===== src/rtl/adders_pkg.sv =====
// Shared definitions for the carry-lookahead adder/subtractor library:
// default width, packed {borrow, diff} result type and the bit-level g/p helper.
package adders_pkg;

    localparam int ADDER_WIDTH = 32;
    localparam int CLA_GROUP   = 4;

    typedef struct packed {
        logic                   borrow;
        logic [ADDER_WIDTH-1:0] diff;
    } sub_result_t;

    // Returns {generate, propagate} for one bit position.
    function automatic logic [1:0] gen_prop(input logic a, input logic b);
        return {a & b, a ^ b};
    endfunction

endpackage


===== src/rtl/cla_slice.sv =====
// W-bit carry-lookahead slice: 4-bit groups whose internal carries are all
// derived directly from the group carry-in, chained group to group.
module cla_slice
    import adders_pkg::*;
#(
    parameter int W = ADDER_WIDTH / 2
) (
    input  logic [W-1:0] a,
    input  logic [W-1:0] b,
    input  logic         cin,
    output logic [W-1:0] sum,
    output logic         cout
);

    localparam int NG = (W + CLA_GROUP - 1) / CLA_GROUP;
    localparam int WP = NG * CLA_GROUP;

    always_comb begin : lookahead
        logic [WP-1:0] g;
        logic [WP-1:0] p;
        logic [WP:0]   c;
        logic [1:0]    gp;
        logic          g_acc;
        logic          p_acc;
        // Padding bits beyond W keep g=p=0, so c[W] is the true carry-out.
        g     = '0;
        p     = '0;
        c     = '0;
        gp    = '0;
        g_acc = 1'b0;
        p_acc = 1'b1;
        for (int i = 0; i < W; i++) begin
            gp   = gen_prop(a[i], b[i]);
            g[i] = gp[1];
            p[i] = gp[0];
        end
        c[0] = cin;
        for (int grp = 0; grp < NG; grp++) begin
            g_acc = 1'b0;
            p_acc = 1'b1;
            for (int k = 0; k < CLA_GROUP; k++) begin
                g_acc = g[grp*CLA_GROUP + k] | (p[grp*CLA_GROUP + k] & g_acc);
                p_acc = p_acc & p[grp*CLA_GROUP + k];
                c[grp*CLA_GROUP + k + 1] = g_acc | (p_acc & c[grp*CLA_GROUP]);
            end
        end
        sum  = p[W-1:0] ^ c[W-1:0];
        cout = c[W];
    end

endmodule


===== src/rtl/cla_pipe_subtractor.sv =====
// Two-stage pipelined CLA subtractor F = A - B - Bin with valid/ready on both sides.
// Define SUB_OVF_FLAG_EN to add the registered signed-overflow output Ovf.
module cla_pipe_subtractor
    import adders_pkg::*;
#(
    parameter int WIDTH = ADDER_WIDTH
) (
    input  logic             clk,
    input  logic             rst,
    input  logic [WIDTH-1:0] A,
    input  logic [WIDTH-1:0] B,
    input  logic             Bin,
    input  logic             in_valid,
    output logic             in_ready,
    output logic [WIDTH-1:0] F,
    output logic             Bout,
`ifdef SUB_OVF_FLAG_EN
    output logic             Ovf,
`endif
    output logic             out_valid,
    input  logic             out_ready
);

    localparam int H = WIDTH / 2;

    logic         s1_valid;
    logic         s2_valid;
    logic         s1_adv;
    logic [H-1:0] s1_diff_lo;
    logic         s1_carry;
    logic [H-1:0] s1_a_hi;
    logic [H-1:0] s1_b_hi;
    logic [H-1:0] lo_sum;
    logic         lo_cout;
    logic [H-1:0] hi_sum;
    logic         hi_cout;

    assign s1_adv    = !s2_valid || out_ready;
    assign in_ready  = !rst && (!s1_valid || s1_adv);
    assign out_valid = s2_valid;

    // Subtract as A + ~B + ~Bin: a carry of 1 at any boundary means "no borrow".
    cla_slice #(.W(H)) u_lo (
        .a    (A[H-1:0]),
        .b    (~B[H-1:0]),
        .cin  (~Bin),
        .sum  (lo_sum),
        .cout (lo_cout)
    );

    cla_slice #(.W(H)) u_hi (
        .a    (s1_a_hi),
        .b    (~s1_b_hi),
        .cin  (s1_carry),
        .sum  (hi_sum),
        .cout (hi_cout)
    );

    // NOTE: data registers are reset too, so F/Bout read 0 out of reset rather than X.
    always_ff @(posedge clk or posedge rst) begin
        if (rst) begin
            s1_valid   <= 1'b0;
            s1_diff_lo <= '0;
            s1_carry   <= 1'b0;
            s1_a_hi    <= '0;
            s1_b_hi    <= '0;
        end else if (in_ready) begin
            s1_valid <= in_valid;
            if (in_valid) begin
                s1_diff_lo <= lo_sum;
                s1_carry   <= lo_cout;
                s1_a_hi    <= A[WIDTH-1:H];
                s1_b_hi    <= B[WIDTH-1:H];
            end
        end
    end

    always_ff @(posedge clk or posedge rst) begin
        if (rst) begin
            s2_valid <= 1'b0;
            F        <= '0;
            Bout     <= 1'b0;
`ifdef SUB_OVF_FLAG_EN
            Ovf      <= 1'b0;
`endif
        end else if (s1_adv) begin
            s2_valid <= s1_valid;
            if (s1_valid) begin
                F    <= {hi_sum, s1_diff_lo};
                Bout <= ~hi_cout;
`ifdef SUB_OVF_FLAG_EN
                Ovf  <= (s1_a_hi[H-1] != s1_b_hi[H-1]) && (hi_sum[H-1] != s1_a_hi[H-1]);
`endif
            end
        end
    end

endmodule


===== config.mk =====
export PLATFORM = sky130hd
export DESIGN_NAME = cla_pipe_subtractor
export DESIGN_NICKNAME = d
export VERILOG_FILES = /design/src/rtl/adders_pkg.sv /design/src/rtl/cla_slice.sv /design/src/rtl/cla_pipe_subtractor.sv
export SDC_FILE = /design/constraint.sdc
export NUM_CORES = 1
export LEC_CHECK = 0
export CORE_MARGIN = 5
export CORE_UTILIZATION = 55
export DETAILED_ROUTE_END_ITERATION = 8
export GPL_ROUTABILITY_DRIVEN = 1
export HOLD_SLACK_MARGIN = 0.02
export PLACE_DENSITY = 0.84
export SETUP_SLACK_MARGIN = 0.2
export SYNTH_ARGS = -nofsm -noshare
export SYNTH_HDL_FRONTEND = slang
export SYNTH_HIERARCHICAL = 1
export SYNTH_SLANG_ARGS = --single-unit

===== constraint.sdc =====
create_clock -name clk -period 6.23 [get_ports clk]
set_input_delay 1.246 -clock clk [delete_from_list [all_inputs] [get_ports clk]]
set_output_delay 1.246 -clock clk [all_outputs]
set_load 0.005 [all_outputs]

* Yosys cells after proc, flatten, opt, wreduce, memory -nomap -nowiden
Index checks and enable logic that the tools add are counted.
Operators by class: bitwise operators 206, reduce and logical (&&, ||, !) cells 8
Operators by type and width (number):
- AND 1 bit | 112
- OR 1 bit | 56
- inverter 16 bit | 2
- XOR 1 bit | 32
- XOR 16 bit | 2
- AND reduction 2 bit | 2
- logical NOT 1 bit | 3
- logical OR 1 bit | 2
- inverter 1 bit | 2
- logical AND 1 bit | 1
Storage, ports and cells: bits of input ports 69, register bits 84, output and inout port bits 35

* Longest topological paths before layout
depth in word-level cells 16, depth in mapped cells 10

* Cells and area by module
Netlist, hierarchy kept.
Modules (own cells, without submodules):
- cla_pipe_subtractor | area an instance 3258.1 um^2, seq. area each 2102.0 um^2, cells an instance 217, instances 1
- cla_slice (u_lo) | area an instance 770.7 um^2, seq. area each 0.0 um^2, cells an instance 97, instances 1
- cla_slice (u_hi) | area an instance 762.0 um^2, seq. area each 0.0 um^2, cells an instance 95, instances 1

* Worst setup path after synthesis
No wires, ideal clock.
path type in2reg, from input B[3], to register s1_diff_lo[13], slack 2645 ps, stages 10, data required time 6105 ps, setup time 125 ps, arrival time 3460 ps, cell sequence inv_1 ha_1 and2_4 a221oi_4 a21oi_2 o211a_1 a211o_1 fa_1 xor2_1 mux2_2
Between the ends: longest elaborated chain between the ends 12
RTL lines:
- start: declaration | line cla_pipe_subtractor.sv:11 | input logic [WIDTH-1:0] B,
- inverter 16 bit (*) | line cla_pipe_subtractor.sv:45 | .b (~B[H-1:0]),
- XOR 1 bit | line adders_pkg.sv:15 | return {a & b, a ^ b};
- AND 1 bit, on equally long branches | line cla_slice.sv:42, cla_slice.sv:43
- OR 1 bit or AND 1 bit (tied branches) | line cla_slice.sv:42, cla_slice.sv:44
- OR 1 bit (*) | line cla_slice.sv:44 | c[grp*CLA_GROUP + k + 1] = g_acc | (p_acc & c[grp*CLA_GROUP]);
- AND 1 bit (*) | line cla_slice.sv:44
- OR 1 bit (*) | line cla_slice.sv:44
- AND 1 bit (*) | line cla_slice.sv:44
- OR 1 bit (*) | line cla_slice.sv:44
- AND 1 bit (*) | line cla_slice.sv:44
- OR 1 bit (*) | line cla_slice.sv:44
- XOR 16 bit (*) | line cla_slice.sv:47 | sum = p[W-1:0] ^ c[W-1:0];
- net lo_sum[13] | line cla_pipe_subtractor.sv:33 | logic [H-1:0] lo_sum;
- end signal: assignment | line cla_pipe_subtractor.sv:70 | s1_diff_lo <= lo_sum;
- end: declaration | line cla_pipe_subtractor.sv:29 | logic [H-1:0] s1_diff_lo;
The timed path passes the listed nets; every way through them passes the cells marked *. A chain may end at the register's enable or synchronous reset.

* Worst setup path in the final report
from input out_ready, to output in_ready
Between the ends: longest elaborated chain between the ends 3
RTL lines:
- start: declaration | line cla_pipe_subtractor.sv:21 | input logic out_ready
- logical OR 1 bit | line cla_pipe_subtractor.sv:38 | assign s1_adv = !s2_valid || out_ready;
- logical OR 1 bit | line cla_pipe_subtractor.sv:39 | assign in_ready = !rst && (!s1_valid || s1_adv);
- logical AND 1 bit | line cla_pipe_subtractor.sv:39
- end: declaration | line cla_pipe_subtractor.sv:14 | output logic in_ready,
No other way between the ends.

==> flow_metrics.env <==
export IMPL_status="completed"
export IMPL_powerDensity_nw_per_um2=356
export IMPL_grt_pass1_wl_um=16100
export IMPL_core_area_um2=8590
export IMPL_nNetsFinal=626
export IMPL_pwr_share_comb_pct=42.2
export IMPL_multi_input_area_um2=2440
export IMPL_finalSetupViolations=0
export IMPL_grt_max_degree=58
export IMPL_fin_setup_tns_ns=0
export IMPL_seq_power_share_pct=38.3
export IMPL_track_usage_pct=19.3
export IMPL_synth_area_leaders="dfrtp_1, mux2_2, ha_1"
export IMPL_die_area_um2=10700
export IMPL_antenna_left=0
export IMPL_clock_skew_ns=0.0114
export IMPL_worstSetupStartpoint="out_ready"
export IMPL_synth_fp_nets=518
export IMPL_final_common_cell="clkdlybuf4s50_1"
export IMPL_drt_vias_per_instance=5.39
export IMPL_p_int_uw=1520
export IMPL_cts_tree="yes"
export IMPL_maxCapViolCount=0
export IMPL_max_slew_margin_pct=18.7
export IMPL_synth_edff_count=0
export IMPL_hold_end="s1_b_hi[0]"
export IMPL_syn_inst=409
export IMPL_worstSkewPairLatency_ns=0.34
export IMPL_endpoint_kind="output port"
export IMPL_synthFlopType="dfrtp_1"
export IMPL_synth_top_cell_area_share_pct=43.9
export IMPL_r2r_end="F[29]"
export IMPL_antenna_found_initial=0
export IMPL_fillers=596
export IMPL_total_power_uw=2190
export IMPL_synth_async_reset_ratio_pct=100
export IMPL_fin_util_pct=71.6
export IMPL_ir_drop_mv=0.213
export IMPL_worstPathArrival_ns=2.65
export IMPL_slew_violations=0
export IMPL_num_vias=3398
export IMPL_cts_sinks=84
export IMPL_reg2reg_from="s1_a_hi[0]"
export IMPL_path_max_fanout=2
export IMPL_antenna_cells=0
export IMPL_cts_resized=0
export IMPL_cts_buffer_depth=2
export IMPL_min_path_type="reg -> reg"
export IMPL_postCtsSetupBuffers=0
export IMPL_num_rows=34
export IMPL_pre_cts_slack_ns=2.01
export IMPL_clkTransAtPathRegs_ns=0.08
export IMPL_htreeDepth=3
export IMPL_path_class="in -> out"
export IMPL_wirelength_um=9770
export IMPL_ys_ff_latch=84
export IMPL_seq_area_frac_synth_pct=43.9
export IMPL_cts_inserted_buffers=9
export IMPL_root_buffer="clkbuf_8"
export IMPL_swShare_pct=30.7
export IMPL_yosysUniqueCellTypes=55
export IMPL_netlist_area_um2=4790
export IMPL_max_freq_mhz=256
export IMPL_power_leakage_uw=0.00280
export IMPL_syn_avg_cell_area_um2=11.7
export IMPL_start_util_pct=55.8
export IMPL_io_buffers=103
export IMPL_hpwl_um=7570
export IMPL_tightest_slew_ns=1.22
export IMPL_setup_ws_ns=2.33
export IMPL_hp_start="s1_b_hi[0]"
export IMPL_ios=104
export IMPL_p_switching_uw=672
export IMPL_hold_viol=0
export IMPL_yosysTopAreaCell="dfrtp_1"
export IMPL_grt_overflow_total=0
export IMPL_die_h_um=103
export IMPL_crit_required_ns=4.98
export IMPL_cp_slowest_cell="clkdlybuf4s50_1"
export IMPL_hold_depth=1
export IMPL_drtIter0Drc=105
export IMPL_hold_buffers=0
export IMPL_fin_crit_ns=3.90
export IMPL_final_cell_mix="clkdlybuf4s50_1, dfrtp_1, mux2_2, inv_1, ha_1"
export IMPL_pwr_share_clk_pct=19.5
export IMPL_wl_per_cell_um=15.5
export IMPL_grt_pass1_vias=3603
export IMPL_drive_above_1_share_pct=19.9
export IMPL_drc=0
export IMPL_die_w_um=103
export IMPL_cp_slowest_stage_delay_ns=0.53
export IMPL_crit_path_frequent_cell="clkdlybuf4s50_1"
export IMPL_gp_congestion=0.900
export IMPL_syn2layout_area_growth_pct=28.5
export IMPL_worstSetupStartpointType="input port"
export IMPL_ys_warn_count=6
export IMPL_cp_cell_sequence="clkdlybuf4s50_1, and3b_1, nor2_1, clkdlybuf4s50_1"
export IMPL_rsz0062_at_grt="no"
export IMPL_worst_r2r_cell_count=8
export IMPL_seqCellArea_um2=2100
export IMPL_finalCritPeriodShare_pct=62.6
export IMPL_drtPass1Iterations=4
export IMPL_rrSetupSlack_ns=3.44
kinds of logic (layout without fill, tap and decap cells):
group	after synthesis	after routing	share of synthesized area [%]
flip-flops	84	84	43.9
multiplexers	83	83	19.5
AND/OR/NAND/NOR	67	67	7.18
buffers and inverters	62	175	5.25
AO/OA/AOI/OAI	56	56	9.43
adder cells (fa/ha/maj)	40	40	11.7
XOR/XNOR	17	17	3.11
synthesized netlist by cell type (4+ instances only):
| library cell | instances |
|---|---|
| a21o_1 | 5 |
| xor2_1 | 8 |
| nor3_1 | 5 |
| xnor2_1 | 9 |
| o21a_1 | 4 |
| nand2_1 | 13 |
| mux2_1 | 10 |
| mux2_2 | 71 |
| nor2_1 | 15 |
| a21oi_1 | 14 |
| buf_2 | 6 |
| and3_1 | 4 |
| inv_1 | 53 |
| nand3_1 | 12 |
| ha_1 | 32 |
| fa_1 | 8 |
| dfrtp_1 | 84 |
| nand2b_1 | 5 |
through the flow:
stage          instance area [µm²]  std cells  hold slack [ns]
3_5_place_dp                  5930        614            0.479
2_1_floorplan                 4790        409            0.458
3_3_place_gp                  5930        614            0.470
6_report                      6160        630            0.492
5_1_grt                       6160        630            0.520
4_1_cts                       6160        630            0.501
layout make-up:
cell class	count	share of cell area, %
repair buffers	106	17.1
multi-input cells	263	39.7
clock inverters	7	1.59
flip-flops and latches	84	34.1
clock buffers	9	2.01
inverters	53	3.25
well taps	108	2.20
worst max path at each step:
stage | end | cells past startpoint
finish | in_ready | 4
global route | in_ready | 4
CTS | in_ready | 4
detailed placement | s1_diff_lo[13] | 11
global placement | s1_diff_lo[13] | 11
floorplan | s1_diff_lo[13] | 10
power groups by stage:
stage | registers [µW] | logic [µW] | clock network (µW)
after CTS | 841 | 935 | 442
after global placement | 842 | 897 | 0
final | 838 | 925 | 427
after global routing | 864 | 1020 | 461
after detailed placement | 851 | 928 | 0
after floorplan | 835 | 545 | 0
flip-flops by register name, summed over array words and instances (netlist names):
register,flops
Bout,1
F,32
out_valid,1
s1_a_hi,16
s1_b_hi,16
s1_carry,1
s1_diff_lo,16
s1_valid,1
worst max-delay path: cells and delay by family:
family                 cells  cell delay [ns]
buffers and inverters      2             1.03
AND/OR/NAND/NOR            2             0.38
layer usage:
| metal | up-vias | part of all wire (%) | wire length, µm | GRT usage (%) |
|---|---|---|---|---|
| met4 | 0 | 2.5 | 243 | 7.07 |
| met1 | 1639 | 41 | 4030 | 22.4 |
| li1 | 1638 | - | - | - |
| met3 | 24 | 5.2 | 504 | 4.83 |
| met2 | 97 | 51 | 4990 | 34.4 |
| met5 | - | 0 | 0 | 0 |
(Power assumes the default switching activity.)
